$ cat config.mk
export PLATFORM = sky130hd
export DESIGN_NAME = cc_stim_tx
export DESIGN_NICKNAME = d
export VERILOG_FILES = /design/src/rtl/cc_pkg.sv /design/src/rtl/cc_board_store.sv /design/src/rtl/cc_stim_tx.sv
export SDC_FILE = /design/constraint.sdc
export NUM_CORES = 1
export LEC_CHECK = 0
export CAP_MARGIN = 20
export CORE_ASPECT_RATIO = 0.8
export CORE_MARGIN = 2
export CORE_UTILIZATION = 58
export DETAILED_ROUTE_END_ITERATION = 7
export HOLD_SLACK_MARGIN = 0.12
export PLACE_DENSITY = 0.81
export SYNTH_ARGS = -nofsm -noshare
export SYNTH_HDL_FRONTEND = slang
export SYNTH_SLANG_ARGS = --single-unit
$ cat constraint.sdc
create_clock -name clk -period 3.03 [get_ports clk]
set_input_delay 0.7575 -clock clk [delete_from_list [all_inputs] [get_ports clk]]
set_output_delay 0.7575 -clock clk [all_outputs]
set_load 0.1 [all_outputs]
$ cat src/rtl/cc_pkg.sv
// Shared types and widths for the candy-board stimulus transmitter.
package cc_pkg;

   localparam int unsigned BOARD_CELLS = 36;
   localparam int unsigned NUM_STRIPE  = 4;
   localparam int unsigned STP_IDX_W   = 2;
   localparam int unsigned COLOR_W     = 3;
   localparam int unsigned POS_W       = 6;
   localparam int unsigned ACT_W       = 2;
   localparam int unsigned SCORE_W     = 7;

   typedef enum logic [2:0] {
      IDLE  = 3'd0,
      BOARD = 3'd1,
      GAP   = 3'd2,
      ACT   = 3'd3,
      WAIT  = 3'd4,
      DONE  = 3'd5
   } state_t;

endpackage

$ cat src/rtl/cc_board_store.sv
// Board colour array plus stripe descriptors; registered write, combinational read by beat.
module cc_board_store
   import cc_pkg::*;
(
   input  logic                 clk,
   input  logic                 i_cell_we,
   input  logic [POS_W-1:0]     i_cell_addr,
   input  logic [COLOR_W-1:0]   i_cell_color,
   input  logic                 i_stp_we,
   input  logic [STP_IDX_W-1:0] i_stp_idx,
   input  logic [POS_W-1:0]     i_stp_pos,
   input  logic                 i_stp_dir,
   input  logic [POS_W-1:0]     i_rd_idx,
   output logic [COLOR_W-1:0]   o_color_c,
   output logic                 o_stripe_c,
   output logic [POS_W-1:0]     o_pos_c
);

   logic [COLOR_W-1:0] r_cell    [BOARD_CELLS];
   logic [POS_W-1:0]   r_stp_pos [NUM_STRIPE];
   logic               r_stp_dir [NUM_STRIPE];

   // Storage writes; out-of-range cell addresses are dropped, contents are never reset
   always_ff @(posedge clk) begin
      if (i_cell_we && (i_cell_addr < POS_W'(BOARD_CELLS))) begin
         r_cell[i_cell_addr] <= i_cell_color;
      end
      if (i_stp_we) begin
         r_stp_pos[i_stp_idx] <= i_stp_pos;
         r_stp_dir[i_stp_idx] <= i_stp_dir;
      end
   end

   // Beat lookup; stripe fields only exist on the first beats, zero elsewhere
   always_comb begin
      o_color_c  = '0;
      o_stripe_c = 1'b0;
      o_pos_c    = '0;
      if (i_rd_idx < POS_W'(BOARD_CELLS)) begin
         o_color_c = r_cell[i_rd_idx];
      end
      if (i_rd_idx < POS_W'(NUM_STRIPE)) begin
         o_stripe_c = r_stp_dir[i_rd_idx[STP_IDX_W-1:0]];
         o_pos_c    = r_stp_pos[i_rd_idx[STP_IDX_W-1:0]];
      end
   end

endmodule

$ cat src/rtl/cc_stim_tx.sv
// Candy-board protocol transmitter: streams board then actions, then captures the score.
// Optional expected-score check enabled by defining CC_STIM_SCORE_CHECK_EN.
module cc_stim_tx
   import cc_pkg::*;
#(
   parameter int unsigned MAX_ACT     = 8,
   parameter int unsigned TIMEOUT_CYC = 1023
) (
   input  logic                         clk,
   input  logic                         rst,
   input  logic                         cfg_we,
   input  logic [5:0]                   cfg_addr,
   input  logic [2:0]                   cfg_color,
   input  logic                         stp_we,
   input  logic [1:0]                   stp_idx,
   input  logic [5:0]                   stp_pos,
   input  logic                         stp_dir,
   input  logic                         act_we,
   input  logic [$clog2(MAX_ACT)-1:0]   act_idx,
   input  logic [1:0]                   act_code,
   input  logic [$clog2(MAX_ACT):0]     act_len,
   input  logic                         start,
   output logic                         in_valid_1,
   output logic [2:0]                   in_color,
   output logic                         in_stripe,
   output logic [5:0]                   in_starting_pos,
   output logic                         in_valid_2,
   output logic [1:0]                   in_action,
   input  logic                         out_valid,
   input  logic [6:0]                   out_score,
   output logic                         busy,
   output logic                         done,
   output logic [6:0]                   score,
   output logic                         timeout,
`ifdef CC_STIM_SCORE_CHECK_EN
   input  logic [6:0]                   exp_score,
   output logic                         mismatch,
`endif
   output logic                         proto_err
);

   localparam int unsigned AIW = $clog2(MAX_ACT);
   localparam int unsigned ALW = AIW + 1;
   localparam int unsigned WCW = $clog2(TIMEOUT_CYC + 1);

   state_t             r_state;
   logic [POS_W-1:0]   r_beat;
   logic [ALW-1:0]     r_len;
   logic [WCW-1:0]     r_wcnt;
   logic [ACT_W-1:0]   r_act [MAX_ACT];
`ifdef CC_STIM_SCORE_CHECK_EN
   logic [SCORE_W-1:0] r_exp;
`endif

   logic               w_idle;
   logic [POS_W-1:0]   w_rd_idx;
   logic [COLOR_W-1:0] w_color;
   logic               w_stripe;
   logic [POS_W-1:0]   w_pos;
   logic [ALW-1:0]     w_len;
   logic               w_in_stream;

   assign w_idle      = (r_state == IDLE);
   assign w_rd_idx    = w_idle ? '0 : (r_beat + POS_W'(1));
   assign w_len       = (act_len > ALW'(MAX_ACT)) ? ALW'(MAX_ACT) : act_len;
   assign w_in_stream = (r_state == BOARD) || (r_state == GAP) || (r_state == ACT);

   cc_board_store u_store (
      .clk          (clk),
      .i_cell_we    (cfg_we && w_idle),
      .i_cell_addr  (cfg_addr),
      .i_cell_color (cfg_color),
      .i_stp_we     (stp_we && w_idle),
      .i_stp_idx    (stp_idx),
      .i_stp_pos    (stp_pos),
      .i_stp_dir    (stp_dir),
      .i_rd_idx     (w_rd_idx),
      .o_color_c    (w_color),
      .o_stripe_c   (w_stripe),
      .o_pos_c      (w_pos)
   );

   // Action list storage, writable only while idle, never reset
   always_ff @(posedge clk) begin
      if (act_we && w_idle) begin
         r_act[act_idx] <= act_code;
      end
   end

   // Transmit FSM with registered protocol and status outputs
   always_ff @(posedge clk) begin
      if (rst) begin
         r_state         <= IDLE;
         r_beat          <= '0;
         r_len           <= '0;
         r_wcnt          <= '0;
         in_valid_1      <= 1'b0;
         in_color        <= '0;
         in_stripe       <= 1'b0;
         in_starting_pos <= '0;
         in_valid_2      <= 1'b0;
         in_action       <= '0;
         busy            <= 1'b0;
         done            <= 1'b0;
         score           <= '0;
         timeout         <= 1'b0;
         proto_err       <= 1'b0;
`ifdef CC_STIM_SCORE_CHECK_EN
         r_exp           <= '0;
         mismatch        <= 1'b0;
`endif
      end else begin
         if (out_valid && w_in_stream) begin
            proto_err <= 1'b1;
         end
         case (r_state)
            IDLE: begin
               if (start) begin
                  r_state         <= BOARD;
                  r_beat          <= '0;
                  r_len           <= w_len;
                  busy            <= 1'b1;
                  score           <= '0;
                  timeout         <= 1'b0;
                  proto_err       <= 1'b0;
                  in_valid_1      <= 1'b1;
                  in_color        <= w_color;
                  in_stripe       <= w_stripe;
                  in_starting_pos <= w_pos;
`ifdef CC_STIM_SCORE_CHECK_EN
                  r_exp           <= exp_score;
                  mismatch        <= 1'b0;
`endif
               end
            end
            BOARD: begin
               if (r_beat == POS_W'(BOARD_CELLS - 1)) begin
                  r_state         <= GAP;
                  in_valid_1      <= 1'b0;
                  in_color        <= '0;
                  in_stripe       <= 1'b0;
                  in_starting_pos <= '0;
               end else begin
                  r_beat          <= r_beat + POS_W'(1);
                  in_color        <= w_color;
                  in_stripe       <= w_stripe;
                  in_starting_pos <= w_pos;
               end
            end
            GAP: begin
               r_beat <= '0;
               r_wcnt <= '0;
               if (r_len != '0) begin
                  r_state    <= ACT;
                  in_valid_2 <= 1'b1;
                  in_action  <= r_act[0];
               end else begin
                  r_state    <= WAIT;
               end
            end
            ACT: begin
               if (r_beat == (POS_W'(r_len) - POS_W'(1))) begin
                  r_state    <= WAIT;
                  in_valid_2 <= 1'b0;
                  in_action  <= '0;
               end else begin
                  r_beat    <= r_beat + POS_W'(1);
                  in_action <= r_act[AIW'(r_beat + POS_W'(1))];
               end
            end
            WAIT: begin
               if (out_valid) begin
                  r_state  <= DONE;
                  score    <= out_score;
                  busy     <= 1'b0;
                  done     <= 1'b1;
`ifdef CC_STIM_SCORE_CHECK_EN
                  mismatch <= (out_score != r_exp);
`endif
               end else if (r_wcnt == WCW'(TIMEOUT_CYC - 1)) begin
                  r_state  <= DONE;
                  score    <= '0;
                  timeout  <= 1'b1;
                  busy     <= 1'b0;
                  done     <= 1'b1;
`ifdef CC_STIM_SCORE_CHECK_EN
                  mismatch <= 1'b1;
`endif
               end else begin
                  r_wcnt <= r_wcnt + WCW'(1);
               end
            end
            DONE: begin
               r_state <= IDLE;
               done    <= 1'b0;
            end
            default: begin
               r_state <= IDLE;
            end
         endcase
      end
   end

endmodule

; Yosys cells after proc, flatten, opt, wreduce, memory -nomap -nowiden
; Memory sizes are Yosys's and may differ from the RTL's.
; Index checks and enable logic that the tools add are counted.
[classes]
add_sub_neg = 3
n_lt_le_gt_ge = 4
n_eq_ne = 18
n_mux = 59
reduce_logical = 26
[op_table]
columns = op, count
row1 = 6-bit two-way mux, 7
row2 = 3-bit two-way mux, 9
row3 = 6-bit one-hot mux with 4 select lines, 1
row4 = 1-bit two-way mux, 22
row5 = 7-bit two-way mux, 3
row6 = 10-bit two-way mux, 2
row7 = 10-bit one-hot mux with 2 select lines, 1
row8 = 3-bit one-hot mux with 5 select lines, 1
row9 = 7-bit one-hot mux with 2 select lines, 1
row10 = 6-bit < comparator (second input constant), 2
row11 = 2-bit inequality test (second input constant), 6
row12 = 1-bit one-hot mux with 2 select lines, 6
row13 = 6-bit one-hot mux with 2 select lines, 1
row14 = 3-bit AND reduction, 4
row15 = 4-bit AND reduction, 3
row16 = 10-bit by 1-bit adder with 10-bit output (second input constant), 1
row17 = 10-bit equality test (second input constant), 1
row18 = 2-bit nonzero test, 5
row19 = 2-bit AND reduction, 4
row20 = 4-bit nonzero test, 2
row21 = 6-bit by 1-bit adder with 6-bit output (second input constant), 1
row22 = 3-bit by 2-bit equality test with 1-bit output (second input constant), 2
row23 = 3-bit equality test (second input constant), 2
row24 = 6-bit equality test, 1
row25 = other kinds (14), 22
[totals]
register_bits = 48
ram_bits = 152
inputBits = 41
output_inout_bits = 25
mem_count = 4
[mem_list]
columns = name, words, word_bits, rd, rd_ports_with_merged_regs, wr, line
row1 = u_store.r_cell, 36, 3, 1, 0, 1, cc_board_store.sv:19  ; logic [COLOR_W-1:0] r_cell [BOARD_CELLS];
row2 = u_store.r_stp_pos, 4, 6, 1, 0, 1, cc_board_store.sv:20  ; logic [POS_W-1:0] r_stp_pos [NUM_STRIPE];
row3 = r_act, 8, 2, 2, 0, 1, cc_stim_tx.sv:50  ; logic [ACT_W-1:0] r_act [MAX_ACT];
row4 = u_store.r_stp_dir, 4, 1, 1, 0, 1, cc_board_store.sv:21  ; logic r_stp_dir [NUM_STRIPE];

; Depth between registers and ports, before layout
[depth]
depth_word = 7
mapped_depth = 9
mapped_depth_nobuf = 8

; Hierarchy
; From an unflattened synthesis, not the netlist that was laid out.
[unflattened]
hier_cells = 612
hier_area_um2 = 8559.5
[by_module_without_submodules]
columns = module, n_inst, cells_each, area_per_inst_um2
row1 = cc_board_store, 1, 304, 5552.8
row2 = cc_stim_tx, 1, 308, 3006.6

; Worst setup path after synthesis
; Ideal clock, no wire load.
[synth_path]
path_kind = reg-to-reg
from = reg r_state[0]
to = mem u_store.r_stp_dir[1] (enable)
arrival_ps = 1856
slack_ps = 792
path_stages_with_launch = 7
path_buffers = 3
synth_period_minus_slack_ps = 2238
cell_sequence = dfxtp_1 -> buf_6 -> nor3_4 -> buf_2 -> buf_2 -> nand2_1 -> nor3b_1
[synth_via]
elab_chain_len = 4
[synth_lines]
columns = item, line
row1 = start: declaration, cc_stim_tx.sv:46  ; state_t r_state;
row2 = start signal: assignment, cc_stim_tx.sv:93  ; r_state <= IDLE;
row3 = start signal: assignment, cc_stim_tx.sv:119  ; r_state <= BOARD;
row4 = start signal: assignment, cc_stim_tx.sv:138  ; r_state <= GAP;
row5 = 3-bit zero test, cc_stim_tx.sv:63  ; assign w_idle = (r_state == IDLE);
row6 = 1-bit logical AND, cc_stim_tx.sv:73  ; .i_stp_we (stp_we && w_idle),
row7 = 1-bit two-way mux, cc_board_store.sv:28  ; if (i_stp_we) begin
row8 = 1-bit two-way mux (implied by the code), cc_board_store.sv:30  ; r_stp_dir[i_stp_idx] <= i_stp_dir;
row9 = end: declaration, cc_board_store.sv:21
; Every way passes these cells.

; Worst setup path in the final report
[layout_path]
from = reg r_beat[1]
to = reg in_starting_pos[0]
[layout_via]
elab_chain_len = 6
word_cells_on_any_way = 9
cone_classes = add/sub (1) / order compare (1) / eq/ne (1) / mux (5) / memory (1)
[layout_lines]
columns = item, line
row1 = start: declaration, cc_stim_tx.sv:47  ; logic [POS_W-1:0] r_beat;
row2 = start signal: assignment, cc_stim_tx.sv:144  ; r_beat <= r_beat + POS_W'(1);
row3 = start signal: assignment, cc_stim_tx.sv:167  ; r_beat <= r_beat + POS_W'(1);
row4 = 6-bit by 1-bit adder with 6-bit output, n/a
row5 = 6-bit two-way mux, cc_stim_tx.sv:64  ; assign w_rd_idx = w_idle ? '0 : (r_beat + POS_W'(1));
row6 = 6-bit by 3-bit < comparator with 1-bit output or memory 4 x 6 bit (tied branches), n/a
row7 = 6-bit two-way mux, cc_board_store.sv:42  ; if (i_rd_idx < POS_W'(NUM_STRIPE)) begin
row8 = "6-bit two-way mux, on equally long branches", "cc_stim_tx.sv:137, cc_stim_tx.sv:118"
row9 = 6-bit one-hot mux with 2 select lines *, cc_stim_tx.sv:116  ; case (r_state)
row10 = end signal: assignment, cc_stim_tx.sv:129  ; in_starting_pos <= w_pos;
row11 = end signal: assignment, cc_stim_tx.sv:147  ; in_starting_pos <= w_pos;
row12 = end: declaration, cc_stim_tx.sv:26  ; output logic [5:0] in_starting_pos,
; Mark *: on every way between the ends. The rest lies on a longest branch, timed or not. The select of a mux whose other input is x is not followed.
; A chain may end at the register's enable or synchronous reset.

==> metrics.md <==
| Metric | Value |
|---|---|
| Fin cells | `around 1000` |
| Syn avg cell area | `12.3 um2` |
| Syn Nets | `767` |
| Ranking of synthesized cells by area | `edfxtp_1 (52%), dfxtp_1 (11%), nor2_1 (3.3%), nand2_1 (2.8%), a21oi_1 (2.4%)` |
| Hold Path End | `busy` |
| Detailed Place HPWL | `14.4 mm` |
| CP max stage cell | `dfxtp_1` |
| Flop pwr share | `between 50% and 60%` |
| I/O pin total | `66` |
| Initial Util | `approximately 59%` |
| CP required | `3.34 ns` |
| Via count | `6395` |
| Root Driver | `clkbuf_16` |
| Worst setup SP type | `flop` |
| Synth Flop Type | `edfxtp_1` |
| Layout Utilization | `68.2%` |
| Fin Setup TNS | `0 ns` |
| Slew Viols, Final | `0` |
| Endpoints failing hold | `0` |
| Iter 0 DRT Violations | `940` |
| Ant diodes | `0` |
| CP Data Arrival Time | `3.08 ns` |
| Clock skew | `0.00635 ns` |
| Combinational power share | `12.0%` |
| GRT Residual Overflow | `0` |
| Initial antenna violation count | `0` |
| RR Startpoint | `r_beat[1]` |
| Hold-fix buffers, CTS | `0` |
| Worst hold start | `busy` |
| Crit-path max cell delay | `0.52 ns` |
| Cell Int Power | `4.28 mW` |
| Final nets | `841` |
| CTS tree | `done` |
| Clock sink count | `200` |
| Yosys top cell area share | `51.6%` |
| Synthesis warning total | `0` |
| Area grow syn2layout | `15.4%` |
| Top cell by count, worst path | `a21oi_1` |
| Setup bufs post-CTS | `0` |
| Outcome | `complete, no violations` |
| Bufs and invs on worst path | `1` |
| Hold slack | `0.457 ns` |
| Routed WL | `21.2 mm` |
| Slew HR | `35.4%` |
| WHS Path Cells | `2` |
| Worst-Margin Slew | `a little under 1 ns` |
| Reg2reg setup slack | `0.26 ns` |
| Reg2reg path depth | `8` |
| Placed standard-cell area | `0.00967 mm2` |
| Netlist cell types | `80` |
| Post-route minimum period | `2.77 ns` |
| Post-Place Cells | `965` |
| Fill count | `1059` |
| # resized after CTS | `0` |
| Core Box Area | `0.0150 mm2` |
| Tcrit/Tclk final | `91.5%` |
| Worst min path class | `flop to flop` |
| Clock buffer count from CTS | `17` |
| H-Tree Depth | `4` |
| NetSw | `1.49 mW` |
| Final Setup Violations | `0` |
| First-pass GRT wire length | `33.2 mm` |
| EDFF count, synth | `152` |
| Kind of critical path | `flop to flop` |
| Die Ht | `115 um` |
| DIE AREA | `0.0163 mm2` |
| Clock Tree Buf Depth | `2` |
| Sequential area share after synthesis | `62.4%` |
| Vias in the first global route | `6255` |
| Layout cell share with drive strength beyond 1 | `approximately 14%` |
| Leakage power | `3.36 nW` |
| Largest area contributor in the netlist | `edfxtp_1` |
| Fin area | `around 0.010 mm2` |
| DR WL/cell | `21.2 um` |
| RSZ-0062 raised after global routing | `false` |
| ANT nets after route | `0` |
| IO buf count | `65` |
| Top delay family on crit path | `compound AO/OA/AOI/OAI gates` |
| Clk_lat worst skew | `0.44 ns` |
| Fmax | `0.361 GHz` |
| Largest net degree at the start of global routing | `37` |
| Max VDD drop | `0.439 mV` |
| Detailed Routing Iterations Pass 1 | `7` |
| Placement Rows | `40` |
| Clock power share | `between 30% and 40%` |
| # DRC | `0` |
| Reg clk slew, reported paths | `0.07 ns` |
| Max-cap violations | `0` |
| Sw frac | `25.8%` |
| Critical path peak fanout | `12` |
| Chip width | `about 140 um` |
| RR Endpoint | `in_starting_pos[0]` |
| Crit-path cells | `ha_1, nand3b_1, nor4_2, a21oi_1, buf_4, o21ai_1, a311o_1, a21oi_1` |
| Placer Congestion | `0.903` |
| Avg Vias per Cell | `approximately 6.4` |
| Post-Syn Area | `slightly below 0.009 mm2` |
| Flops & latches, synth | `200` |
| Pwr dens | `565 mW/mm2` |
| Total track usage | `27.0%` |
| Asr flop ratio synth | `0%` |
| Setup crit end kind | `flop` |
| Post-Syn Instances | `722` |
## how the worst max path moves through the flow
stage,depth (start not counted),from,to,slack [ns]
finish,8,r_beat[1],in_starting_pos[0],0.26
global route,8,r_beat[1],in_starting_pos[0],0.13
CTS,8,r_beat[1],in_starting_pos[0],0.31
detailed placement,4,cfg_addr[5],u_store.r_cell[18][1],0.18
global placement,4,cfg_addr[5],u_store.r_cell[23][1],0.23
floorplan,6,r_state[0],u_store.r_stp_dir[1],0.79
## worst register-to-register path: cells and delay by family, from the launching register on
kind | cells | cell delay, ns
flip-flops | 1 | 0.52
AO/OA/AOI/OAI | 4 | 0.79
AND/OR/NAND/NOR | 2 | 0.65
adder cells (fa/ha/maj) | 1 | 0.52
buffers and inverters | 1 | 0.18
## logic make-up (layout without fill, tap and decap cells)
kind of cell | Yosys count | count (layout) | share of synthesized area, %
adders and majority gates | 4 | 4 | 0.565
DFF | 200 | 200 | 62.4
buffers and inverters | 50 | 137 | 2.88
AOI/OAI and AO/OA | 156 | 156 | 12.5
and+or+nand+nor | 263 | 263 | 15.1
xor gates and xnor gates | 18 | 18 | 1.87
muxes | 31 | 31 | 4.69
## metrics by stage
step | power [mW] | setup WS, ns
6_report | 5.77 | 0.258
5_1_grt | 5.95 | 0.128
3_5_place_dp | 3.76 | 0.178
2_1_floorplan | 3.52 | 0.792
4_1_cts | 5.77 | 0.311
3_3_place_gp | 3.74 | 0.231
## final cells by class
| type | count | area (um2) | share of cell area [%] |
|---|---|---|---|
| flip-flops and latches | 200 | 5530 | 54.1 |
| inverters | 12 | 45.0 | 0.441 |
| multi-input cells | 472 | 3070 | 30.1 |
| repair buffers | 93 | 798 | 7.82 |
| clock buffers | 19 | 433 | 4.24 |
| clock inverters | 13 | 101 | 0.992 |
| well taps | 189 | 236 | 2.32 |
## cell usage after synthesis, drive strengths merged (4+ instances only)
library cell	instances
a311o	7
nand3b	7
nor3	21
nand2	67
nor2b	8
nand3	23
xnor2	14
nand4	5
buf	28
clkbuf	10
a31o	4
xor2	4
a22o	8
mux2i	19
a211oi	9
o211ai	4
edfxtp	152
o22ai	13
mux4	8
or3	10
o21ai	18
a31oi	4
mux2	4
o21a	4
nor2	81
a22oi	4
dfxtp	48
nor3b	12
a211o	4
a21oi	43
inv	11
or3b	4
nand2b	9
ha	4
## power groups by stage
stage,sequential (mW),combinational (mW),clock (mW)
after floorplan,3.18,0.344,0
after global placement,3.08,0.661,0
after detailed placement,3.08,0.677,0
after CTS,3.02,0.680,2.07
after global routing,3.03,0.733,2.19
final,3.02,0.690,2.06
## state kept, by name, indices dropped and copies added, names as in the netlist, 4 cells and up
register	count
u_store.r_cell	108
u_store.r_stp_pos	24
r_act	16
r_wcnt	10
score	7
in_starting_pos	6
r_beat	6
r_len	4
u_store.r_stp_dir	4
## routing by layer
layer	global-route usage, %	wire length (um)	up-vias
met5	0	0	-
met4	8.00	262	0
met3	7.15	1700	22
met2	43.0	10200	315
met1	37.0	9040	3156
li1	-	-	2902
## cell usage in the layout, fill, tap and decap left out, types with 17 or more instances in the layout
cell type / netlist / layout
edfxtp_1: 152 / 152
nor2_1: 79 / 79
nand2_1: 66 / 66
buf_4: 4 / 52
dfxtp_1: 48 / 47
a21oi_1: 43 / 43
clkdlybuf4s50_1: 0 / 40
nand3_1: 23 / 23
nor3_1: 20 / 20
mux2i_1: 19 / 19
o21ai_0: 17 / 17
clkbuf_16: 0 / 17
No activity file was read; power rests on OpenSTA's default activity.
